**src/rtl/div_controller.sv**
```systemverilog
// Multi-cycle DIV/DIVU controller beside EX: radix-2 restoring divider,
// one quotient bit per cycle, with stall, sign fix-up and divide-by-zero.
//
// Ports:
//   clk, rst (async, active-low)
//   start, signed_div, dividend, divisor, annul   - request from EX
//   stall_req                                     - hold IF/ID/EX
//   done, quotient (LO), remainder (HI)           - result, one-cycle pulse
module div_controller #(
    parameter int DATA_WIDTH = 32,
    parameter int CNT_WIDTH  = 6
) (
    input  logic                  clk,
    input  logic                  rst,
    input  logic                  start,
    input  logic                  signed_div,
    input  logic [DATA_WIDTH-1:0] dividend,
    input  logic [DATA_WIDTH-1:0] divisor,
    input  logic                  annul,
    output logic                  stall_req,
    output logic                  done,
    output logic [DATA_WIDTH-1:0] quotient,
    output logic [DATA_WIDTH-1:0] remainder
);

    localparam int W = DATA_WIDTH;

    typedef enum logic [1:0] {
        S_IDLE,
        S_DIV_ZERO,
        S_BUSY,
        S_DONE
    } state_t;

    state_t               r_state;
    state_t               w_next;
    logic [W-1:0]         r_dvd;
    logic [W-1:0]         r_dvs;
    logic [W-1:0]         r_rem;
    logic [W-1:0]         r_quo;
    logic [W-1:0]         r_quotient;
    logic [W-1:0]         r_remainder;
    logic [CNT_WIDTH-1:0] r_cnt;
    logic                 r_neg_q;
    logic                 r_neg_r;

    logic [W:0]           w_shift;
    logic [W:0]           w_trial;
    logic                 w_borrow;
    logic [W-1:0]         w_rem_nxt;
    logic [W-1:0]         w_quo_nxt;
    logic                 w_last;
    logic                 w_req;

    // Keep the bit shifted out of the partial remainder so divisors
    // above 2**(W-1) still compare correctly.
    assign w_shift   = {r_rem, r_dvd[W-1]};
    assign w_trial   = w_shift - {1'b0, r_dvs};
    assign w_borrow  = w_trial[W];
    assign w_rem_nxt = w_borrow ? w_shift[W-1:0] : w_trial[W-1:0];
    assign w_quo_nxt = {r_quo[W-2:0], ~w_borrow};
    assign w_last    = (r_cnt == CNT_WIDTH'(W - 1));
    assign w_req     = start & ~annul;

    assign quotient  = r_quotient;
    assign remainder = r_remainder;

    always_ff @(posedge clk or negedge rst) begin
        if (!rst) begin
            r_state <= S_IDLE;
        end else begin
            r_state <= w_next;
        end
    end

    always_comb begin
        w_next    = r_state;
        stall_req = 1'b0;
        done      = 1'b0;
        unique case (r_state)
            S_IDLE: begin
                // Gated by rst so the pipeline is released during reset.
                stall_req = w_req & rst;
                if (w_req) begin
                    w_next = (divisor == '0) ? S_DIV_ZERO : S_BUSY;
                end
            end
            S_DIV_ZERO: begin
                stall_req = 1'b1;
                w_next    = annul ? S_IDLE : S_DONE;
            end
            S_BUSY: begin
                stall_req = 1'b1;
                if (annul) begin
                    w_next = S_IDLE;
                end else if (w_last) begin
                    w_next = S_DONE;
                end
            end
            S_DONE: begin
                done   = 1'b1;
                w_next = S_IDLE;
            end
            default: begin
                w_next = S_IDLE;
            end
        endcase
    end

    always_ff @(posedge clk or negedge rst) begin
        if (!rst) begin
            r_dvd       <= '0;
            r_dvs       <= '0;
            r_rem       <= '0;
            r_quo       <= '0;
            r_cnt       <= '0;
            r_neg_q     <= 1'b0;
            r_neg_r     <= 1'b0;
            r_quotient  <= '0;
            r_remainder <= '0;
        end else begin
            unique case (r_state)
                S_IDLE: begin
                    if (w_req) begin
                        r_dvd <= (signed_div && dividend[W-1])
                                 ? -dividend : dividend;
                        r_dvs <= (signed_div && divisor[W-1])
                                 ? -divisor : divisor;
                        r_neg_q <= signed_div
                                   & (dividend[W-1] ^ divisor[W-1]);
                        r_neg_r <= signed_div & dividend[W-1];
                        r_rem   <= '0;
                        r_quo   <= '0;
                        r_cnt   <= '0;
                    end
                end
                S_DIV_ZERO: begin
                    if (!annul) begin
                        r_quotient  <= '0;
                        r_remainder <= '0;
                    end
                end
                S_BUSY: begin
                    if (!annul) begin
                        r_rem <= w_rem_nxt;
                        r_quo <= w_quo_nxt;
                        r_dvd <= r_dvd << 1;
                        r_cnt <= r_cnt + CNT_WIDTH'(1);
                        // Results land as DONE is entered so they are
                        // valid in the same cycle as the done pulse.
                        if (w_last) begin
                            r_quotient  <= r_neg_q ? -w_quo_nxt : w_quo_nxt;
                            r_remainder <= r_neg_r ? -w_rem_nxt : w_rem_nxt;
                        end
                    end
                end
                default: begin
                end
            endcase
        end
    end

endmodule

```
**config.mk**
```make
export PLATFORM = sky130hd
export DESIGN_NAME = div_controller
export DESIGN_NICKNAME = d
export VERILOG_FILES = /design/src/rtl/div_controller.sv
export SDC_FILE = /design/constraint.sdc
export NUM_CORES = 1
export LEC_CHECK = 0
export BUFFER_PORTS_ARGS = -buffer_cell sky130_fd_sc_hd__buf_4
export CAP_MARGIN = 20
export CORE_UTILIZATION = 45
export CTS_CLUSTER_DIAMETER = 200
export DETAILED_ROUTE_END_ITERATION = 7
export GPL_ROUTABILITY_DRIVEN = 0
export PLACE_DENSITY = 0.71
export SLEW_MARGIN = 10
export SYNTH_ARGS = -nofsm -noshare
export SYNTH_HDL_FRONTEND = slang
export SYNTH_SLANG_ARGS = --single-unit
```
**constraint.sdc**
```tcl
create_clock -name clk -period 4.2 [get_ports clk]
set_input_delay 0.84 -clock clk [delete_from_list [all_inputs] [get_ports clk]]
set_output_delay 0.84 -clock clk [all_outputs]
set_load 0.02 [all_outputs]
```
==> impl_metrics.ini <==
[clock_network]
clk_latency_ps = 540
clk_pin_slew_worst_paths_ps = 70
clockBufferDepth = 3
root_buffer = clkbuf_16
clkSinkCount = 201
numCtsBuffers = 23
htree_num_levels = 1
cts_tree = done

[yosys]
yosysSeqAreaShare_pct = 36.99
syn-mean-instance-area_um2 = 8.322
synth_ff_type = dfrtp_1
yosys.area_share.simple_pct = 20.85
synth_area_leaders = dfrtp_1, nand2_1, o21ai_0
synth_top_family_by_area = compound AO/OA/AOI/OAI gates
yosys.area.top_type = dfrtp_1
yosys.area_share.adder_pct = 4.012
syn_nets = 1746
synth_edf_count = 0
synth_xor_area_share_pct = 8.116
synth_top_area_share_pct = 36.99
synth_most_common_cell = nand2_1
synth-warning-count = 0
synth_compound_area_share_pct = 22.11
synth_common_cells = nand2_1, dfrtp_1, o21ai_0
mappedNetlistArea_um2 = 13600
synth_seq_cells = 201
ys_types = 99
async_flop_share_pct = 100.0
synthMuxAreaShare_pct = 2.760
netlist_instances = 1634

[global_route]
grt_max_degree = 123
track_usage_pct = 24.75
antenna_found_initial = 0
grt_pass1_vias = 12060
overflow = 0
grt_pass1_wl_mm = 62.07

[timing]
setup_viol = 0
fin_crit_sh_pct = 96.20
rsz0062_at_grt = yes
skew_ps = 21.57
fin_crit_ps = 4040
fmax_ghz = 0.2475
holdWs_ps = 153.8
worst_pin_slew_ps = 1145
report.final.slew_viol_count = 0
hold_viol_final = 0
max-slew-margin-rel_pct = 22.93

[job]
max_cap_viol_count = 0

[placement]
place.port_buffers = 134
dp_hpwl_mm = 28.92
dp_cells = 2153

[final_layout]
post-route-util_pct = 54.46
nets = 1903
drive_above_1_share_pct = 18.84
multi_input_area_um2 = 8009
fillerInstances = 2733
area_growth_pct = 19.02
final_cell_count_no_fill = 2195
register_area_um2 = 5030
diodes = 0

[die]
die-area_um2 = 30920
initial_core_util_pct = 45.76
die-width_um = 175.8
io_pins = 135
core_area_um2 = 29720
die_y_um = 175.8
fp-row-count = 63

[worst_setup_path]
cp_data_arrival_time_ps = 4470
slowest_delay_ps = 500
reg2reg_depth = 15
path_class = register to register
reg2reg_slack_ps = 160
critPathSlowestCell = a222oi_1
crit_fanout = 8
required_ps = 4630
cp_cell_sequence = inv_1 -> ha_1 -> buf_4 -> a21oi_1 -> o21ai_1 -> a21o_2 -> or3_2 -> a222oi_1 -> buf_4 -> nand4_1 -> mux2i_2 -> nand4_1 -> a2111o_1 -> and3_4 -> o31ai_2
cp-start-kind = register
critPathCaptureType = register

[power_and_ir_drop]
power_mw = 9.948
power_density_nw_per_um2 = 614.7
power_leakage_nw = 7.417
ir_worst_vdd_v = 0.0004241

[route]
drc = 0
ant_nets = 0
vias = 12760
routedWlPerCell_um = 17.59
drt_iter0_markers = 1049
vias_per_cell = 5.815
drtPass1Iterations = 6
wl_mm = 38.61

[status]
status = finished, final reports clean

[min_path]
hold_class = input pin to asynchronous set/reset pin
sequential cells by signal, indices dropped and copies added (netlist names):
signal,cells
r_neg_q,1
quotient,32
r_dvd,32
r_dvs,32
r_cnt,6
r_state,2
r_rem,32
r_quo,31
r_neg_r,1
remainder,32
worst paths after layout:
path	from	end
min in group clk	r_dvs[25]$_DFFE_PN0P_	r_dvs[25]$_DFFE_PN0P_
setup / recovery	r_dvs[10]$_DFFE_PN0P_	remainder[31]$_DFFE_PN0P_
hold reg to reg	r_dvs[25]$_DFFE_PN0P_	r_dvs[25]$_DFFE_PN0P_
hold / removal	rst	r_quo[28]$_DFFE_PN0P_
setup reg to reg	r_dvs[10]$_DFFE_PN0P_	remainder[31]$_DFFE_PN0P_
max in group asynchronous	rst	r_dvd[13]$_DFFE_PN0P_
worst max-delay path: cells and delay by family (launching register included):
kind                     cells  cell delay (ps)
AND/OR/NAND/NOR              4              920
adder cells (fa/ha/maj)      1              390
AO/OA/AOI/OAI                6             1610
flip-flops                   1              340
multiplexers                 1              210
buffers and inverters        3              450
power breakdown:
group          internal, mW  switching [mW]  leakage (nW)
logic                  2.00            3.21          4.35
clock network          1.16           0.836         0.370
registers              2.42           0.325          2.69
layout make-up:
class                           count  area share [%]
Multi-Input combinational cell   1288           49.49
Sequential cell                   201           31.08
Timing Repair Buffer              223           10.54
Clock buffer                       30           4.028
Tap cell                          390           3.015
Inverter                           54           1.268
Clock inverter                      9          0.5876
cells by family after synthesis:
kind of cell    count (synthesis)
simple gates                  603
mux                            36
xor+xnor                      126
compound gates                480
buf+inv                       145
fa+ha+maj                      43
flops                         201
routing by layer:
layer | wire length (um) | part of all wire [%] | up-vias | global-route usage (%)
met1 | 17510 | 45 | 6103 | 35.20
met5 | 0 | 0 | - | 0
met2 | 17040 | 44 | 459 | 38.01
li1 | - | - | 6121 | -
met3 | 3125 | 8.1 | 81 | 4.827
met4 | 935 | 2.4 | 0 | 7.138
metrics by stage:
step                      area (um2)  setup slack, ps  TNS (ps)
after floorplan                13650            19.13         0
after global placement         15330            173.7         0
after detailed placement       15330            119.0         0
after CTS                      16080            102.4         0
after global routing           16180           -8.216    -8.216
final                          16180            159.6         0
cells in the final DEF, fill, tap and decap left out, drive strengths merged, types with 27 or more instances in the layout:
cell type | synthesis | routed
or3 | 32 | 32
nor2 | 96 | 96
inv | 54 | 56
buf | 29 | 222
o31ai | 27 | 27
ha | 42 | 42
nor3 | 27 | 27
a21oi | 112 | 112
mux2i | 30 | 30
xnor2 | 53 | 53
nand2 | 277 | 277
xor2 | 73 | 73
o21ai | 212 | 212
clkbuf | 61 | 31
nand3 | 53 | 53
dfrtp | 201 | 201
timing repair:
item	in CTS	in global routing
gates resized for setup	0	23
hold buffers	0	0
setup endpoints to repair	0	14
setup buffers	0	2
Power figures use the tool's default switching activity.
